### config.mk
export PLATFORM = sky130hd
export DESIGN_NAME = data_memory_controller
export DESIGN_NICKNAME = d
export VERILOG_FILES = /design/src/rtl/data_memory_controller.sv
export SDC_FILE = /design/constraint.sdc
export NUM_CORES = 1
export LEC_CHECK = 0
export ABC_AREA = 0
export CORE_MARGIN = 4
export CORE_UTILIZATION = 39
export DETAILED_ROUTE_END_ITERATION = 16
export PLACE_DENSITY_LB_ADDON = 0.12
export SYNTH_ARGS = -nofsm -noshare
export SYNTH_HDL_FRONTEND = slang
export SYNTH_SLANG_ARGS = --single-unit
### constraint.sdc
create_clock -name clk -period 5.27 [get_ports clk]
set_input_delay 0.527 -clock clk [delete_from_list [all_inputs] [get_ports clk]]
set_output_delay 0.527 -clock clk [all_outputs]
set_load 0.005 [all_outputs]
### src/rtl/data_memory_controller.sv
// -----------------------------------------------------------------------------
// data_memory_controller
//
// Connects the RV32E load/store unit to four byte-wide single-port memory
// banks. Lane i holds the byte addresses with addr[1:0] == i. The controller
// accepts one request at a time. It splits the request into per-lane row
// addresses, write enables and write bytes. For loads, it reassembles the
// returned bytes and applies sign or zero extension.
//
// A misaligned access still takes only one bank cycle. Each lane gets its own
// row, so a lane that lies before the start lane reads or writes the next row.
//
// Ports:
//   clk, rst_n                clock (rising edge), async active-low reset
//   req_valid / req_ready     request handshake (ready only in IDLE)
//   req_we, req_funct3        store flag and RV funct3 access size/sign
//   req_addr, req_wdata       byte address and LSB-aligned store data
//   rsp_valid / rsp_ready     response handshake
//   rsp_rdata, rsp_err        extended load data (0 for stores/errors), reject
//   bank_we, bank_addr,       per-lane write enable, row address, write byte
//   bank_wdata
//   bank_rdata                per-lane read byte, valid one clock after a read
// -----------------------------------------------------------------------------
module data_memory_controller #(
    parameter int DATA_DEPTH = 4096,
    localparam int RW = $clog2(DATA_DEPTH)
) (
    input  logic                 clk,
    input  logic                 rst_n,
    input  logic                 req_valid,
    output logic                 req_ready,
    input  logic                 req_we,
    input  logic [2:0]           req_funct3,
    input  logic [31:0]          req_addr,
    input  logic [31:0]          req_wdata,
    output logic                 rsp_valid,
    input  logic                 rsp_ready,
    output logic [31:0]          rsp_rdata,
    output logic                 rsp_err,
    output logic [3:0]           bank_we,
    output logic [3:0][RW-1:0]   bank_addr,
    output logic [3:0][7:0]      bank_wdata,
    input  logic [3:0][7:0]      bank_rdata
);

    localparam logic [32:0] MEM_BYTES = 33'(4 * DATA_DEPTH);

    typedef enum logic [1:0] {IDLE, ACCESS, CAPTURE, RESP} state_t;

    state_t          state;
    logic [RW+1:0]   lat_addr;
    logic            lat_we;
    logic [2:0]      lat_funct3;
    logic [31:0]     lat_wdata;

    logic [2:0]      req_size;
    logic [32:0]     req_end;
    logic            funct_bad;
    logic            req_error;
    logic [2:0]      lat_size;
    logic [3:0][1:0] lane_off;
    logic [3:0]      lane_touch;
    logic [RW-1:0]   base_row;
    logic [3:0][7:0] ld_byte;
    logic [31:0]     ld_data;

    assign req_ready = (state == IDLE);
    assign rsp_valid = (state == RESP);

    // Validate the incoming request before it is accepted. The end address is
    // computed with 33 bits so that an access near 0xFFFFFFFF cannot wrap
    // around and pass the bounds check.
    always_comb begin
        case (req_funct3[1:0])
            2'b00:   req_size = 3'd1;
            2'b01:   req_size = 3'd2;
            2'b10:   req_size = 3'd4;
            default: req_size = 3'd1;
        endcase
        if (req_we)
            funct_bad = req_funct3[2] || (req_funct3[1:0] == 2'b11);
        else
            funct_bad = (req_funct3[1:0] == 2'b11) || (req_funct3 == 3'b110);
        req_end   = {1'b0, req_addr} + {30'd0, req_size} - 33'd1;
        req_error = funct_bad || (req_end >= MEM_BYTES);
    end

    // Lane decode from the latched request. Lane l holds byte offset
    // (l - addr[1:0]) mod 4. A lane below the start lane wraps into the next
    // row. Untouched lanes stay on the base row, with no write and a zero byte.
    always_comb begin
        case (lat_funct3[1:0])
            2'b00:   lat_size = 3'd1;
            2'b01:   lat_size = 3'd2;
            default: lat_size = 3'd4;
        endcase
        base_row = lat_addr[RW+1:2];
        for (int l = 0; l < 4; l++) begin
            lane_off[l]   = 2'(l) - lat_addr[1:0];
            lane_touch[l] = ({1'b0, lane_off[l]} < lat_size);
            bank_we[l]    = (state == ACCESS) && lat_we && lane_touch[l];
            bank_addr[l]  = base_row;
            bank_wdata[l] = 8'd0;
            if (lane_touch[l]) begin
                bank_addr[l] = base_row + RW'(2'(l) < lat_addr[1:0]);
                if (lat_we)
                    bank_wdata[l] = lat_wdata[{lane_off[l], 3'b000} +: 8];
            end
        end
    end

    // Rotate the returned bank bytes back into access order, then extend them
    // according to the load type.
    always_comb begin
        for (int k = 0; k < 4; k++)
            ld_byte[k] = bank_rdata[lat_addr[1:0] + 2'(k)];
        case (lat_funct3)
            3'b000:  ld_data = {{24{ld_byte[0][7]}}, ld_byte[0]};
            3'b001:  ld_data = {{16{ld_byte[1][7]}}, ld_byte[1], ld_byte[0]};
            3'b100:  ld_data = {24'd0, ld_byte[0]};
            3'b101:  ld_data = {16'd0, ld_byte[1], ld_byte[0]};
            default: ld_data = {ld_byte[3], ld_byte[2], ld_byte[1], ld_byte[0]};
        endcase
    end

    // Request FSM. Only the low address bits that select a lane and a row are
    // latched; the full address is only needed for the bounds check.
    always_ff @(posedge clk or negedge rst_n) begin
        if (!rst_n) begin
            state      <= IDLE;
            lat_addr   <= '0;
            lat_we     <= 1'b0;
            lat_funct3 <= 3'd0;
            lat_wdata  <= 32'd0;
            rsp_rdata  <= 32'd0;
            rsp_err    <= 1'b0;
        end else begin
            case (state)
                IDLE: begin
                    if (req_valid) begin
                        lat_addr   <= req_addr[RW+1:0];
                        lat_we     <= req_we;
                        lat_funct3 <= req_funct3;
                        lat_wdata  <= req_wdata;
                        rsp_rdata  <= 32'd0;
                        rsp_err    <= req_error;
                        state      <= req_error ? RESP : ACCESS;
                    end
                end
                ACCESS:  state <= lat_we ? RESP : CAPTURE;
                CAPTURE: begin
                    rsp_rdata <= ld_data;
                    state     <= RESP;
                end
                RESP: begin
                    if (rsp_ready)
                        state <= IDLE;
                end
                default: state <= IDLE;
            endcase
        end
    end

endmodule

==> metrics <==
crit share post-route 79.2%; R2R Path Start lat_addr[0]; HPWL Detailed 17,900 um; Leak 4.52 nW; Post-Syn Nets 1,046; H-tree depth 3; Post-Synth XOR/XNOR Area 4.13%; # DRC 0; max-slew violations 0; CP startpoint kind flip-flop; CTS tree yes; CORE AREA 19,700 sq um; Slew HR 22.6%; most common flop cell mapped by yosys dfrtp_1; post-route core utilization 53.5%; largest family of logic cells by synthesized area multiplexers; Synth area leader dfrtp_1; FP Rows 51; critical path class flip-flop to primary output; final-stage net count 1,227; pin count of the biggest net entering global routing 68; final hold violations 0; DRT Wirelength 23,400 um; Die Width 150 um; DRT iter0 DRCs 427; total congestion overflow 0; first-pass GRT wire length 37,100 um; Sink Count 85; synth unique cells 64; placed cell count 1,322; post-synthesis area per instance 8.85 sq um; fill count 1,917; Reg clk slew, reported paths 0.07 ns; Port-buffer cells 222; Ant. Diodes 0; share of layout cells above drive strength 1 12.2%; Worst-Skew Late Latency 0.35 ns; Max Clock Skew 0.0119 ns; Initial Utilization 40.0%; RSZ-0062 raised after global routing no; Adder-Cell Fraction of Synth Area 8.86%; EDFF count, synth 0; IO Pins 223; crit-path max FO 24; total track usage 20.8%; Detail Route Antenna Nets 0; fin crit period 4.18 ns; CTS Buf Count 9; antenna violations before repair 0; synth top area cells dfrtp_1 27%, mux4_2 9.8%, ha_1 8.6%, mux2_2 7.9%, nand2_1 5.1%; vias post-DR 7,274; mux contribution to synthesized area 20.2%; Die Footprint 22,500 sq um; final setup TNS 0 ns; gpl congestion 0.865; Yosys reg bits 85; peak supply drop 0.398 mV; worst reg2reg setup slack 1.91 ns; crit path capture type primary output; Post-CTS Setup Bufs 0; TritonRoute pass-1 iters 5; worst endpoint required time 4.74 ns; cell count after synthesis 887; Max Fclk 0.239 GHz; Min-Delay Path Class primary input to asynchronous set/reset pin; Compound-Gate Fraction of Synth Area 17.2%; Slew @ Worst Pin 1.16 ns; Yosys warning count 0; outcome finished clean; post-cts resize count 0; CTS Hold Buffers Added 0; share of the synthesized area in the top cell type 27.1%; Vias/cell 5.44; post-synthesis sequential area ratio 27.1%; Post-synth top cells 106 x nand2_1, 85 x dfrtp_1, 75 x o21ai_0, 58 x inv_1; vias in the first global route 7,051; Post-synth ARST share 100%; Setup violations, final 0; most frequent cell after synthesis nand2_1; CP startpoint lat_funct3[1]; Max Root-Sink Buffers 2; die extent in y 150 um; fin cells 1,338; max cap viols 0; DR WL/cell 17.5 um; CP arrival 3.65 ns; Post-Synth Simple-Gate Area 16.7%; PwrDens 530 nW/um^2; area grow syn2layout 33.8%; Mapped Area 7850 sq um; Root Driver clkbuf_16
==> registers in the layout (all words and copies together) (netlist names) <==
name        flops
lat_wdata      32
rsp_rdata      32
lat_addr       14
lat_funct3      3
state           2
lat_we          1
rsp_err         1
==> path summary, 6_finish.rpt <==
check	to	cells past startpoint
worst max-delay path	bank_addr[22]	9
worst min-delay path	rsp_rdata[20]	1
worst max register to register	rsp_rdata[26]	9
worst min register to register	rsp_rdata[6]	2
max in group asynchronous	lat_addr[0]	2
min in group clk	rsp_rdata[6]	2
==> through the flow <==
stage          total power, W  hold slack [ns]  instance area, sq um  setup WS (ns)
3_3_place_gp          0.00496            0.463                 10200           1.07
2_1_floorplan         0.00338            0.231                  7850           1.67
4_1_cts               0.00564            0.208                 10500           1.01
5_1_grt               0.00606            0.232                 10500          0.785
3_5_place_dp          0.00500            0.471                 10200           1.05
6_report              0.00557            0.187                 10500           1.09
==> where the power goes <==
group	internal [W]	switching [W]	total, W	leakage, nW
registers	0.000967	0.000381	0.00135	1.04
logic	0.00206	0.00154	0.00360	3.35
clock network	0.000337	0.000282	0.000620	0.133
==> per-layer routing <==
metal  share of wire [%]  track usage (%)
met2                  48             34.2
met3                 6.0             4.30
met4                 1.6             4.57
met1                  45             28.4
met5                   0                0
==> cell type report <==
| class | instances | area, sq um | share of cell area [%] |
|---|---|---|---|
| clock inverter | 5 | 41.3 | 0.393 |
| timing repair buffer | 228 | 2260 | 21.6 |
| multi-input combinational | 686 | 5280 | 50.2 |
| clock buffer | 11 | 243 | 2.31 |
| tap | 265 | 332 | 3.16 |
| inverter | 58 | 218 | 2.07 |
| sequential | 85 | 2130 | 20.3 |
==> worst max-delay path: stages (launching register included) <==
cell and delay [ns]:
dfrtp_1 0.69, nand2b_1 0.36, ha_1 0.32, a21oi_1 0.05
o21bai_1 0.46, nand2_1 0.19, or2_2 0.35, nor3_1 0.21
xor2_1 0.17, clkdlybuf4s50_1 0.52
==> kinds of logic (layout without fill, tap and decap cells) <==
group           after synthesis  in the layout
compound gates              216            216
xor+xnor                     37             37
mux                         109            109
flops                        85             85
buf+inv                     116            302
fa+ha+maj                    55             55
simple gates                269            269
==> cells in the final DEF, fill, tap and decap left out, drive strengths merged, types with 4 or more instances in the layout <==
cell type | Yosys | routed
nand2 | 106 | 106
o21ai | 77 | 77
and2 | 7 | 7
mux2i | 20 | 20
dfrtp | 85 | 85
or2 | 5 | 5
clkdlybuf4s50 | 0 | 221
inv | 58 | 60
a21o | 14 | 14
nor4 | 4 | 4
clkbuf | 44 | 11
xnor2 | 18 | 18
nand2b | 6 | 6
and3 | 32 | 32
ha | 54 | 54
a31oi | 4 | 4
mux4 | 34 | 34
xor2 | 19 | 19
nor3b | 4 | 4
a22oi | 4 | 4
nand4 | 14 | 14
mux2 | 55 | 55
nor2b | 11 | 11
nand3 | 12 | 12
a211oi | 8 | 8
a22o | 17 | 17
buf | 14 | 7
nor2 | 47 | 47
a21oi | 56 | 56
nor3 | 13 | 13
Power figures use the tool's default switching activity.
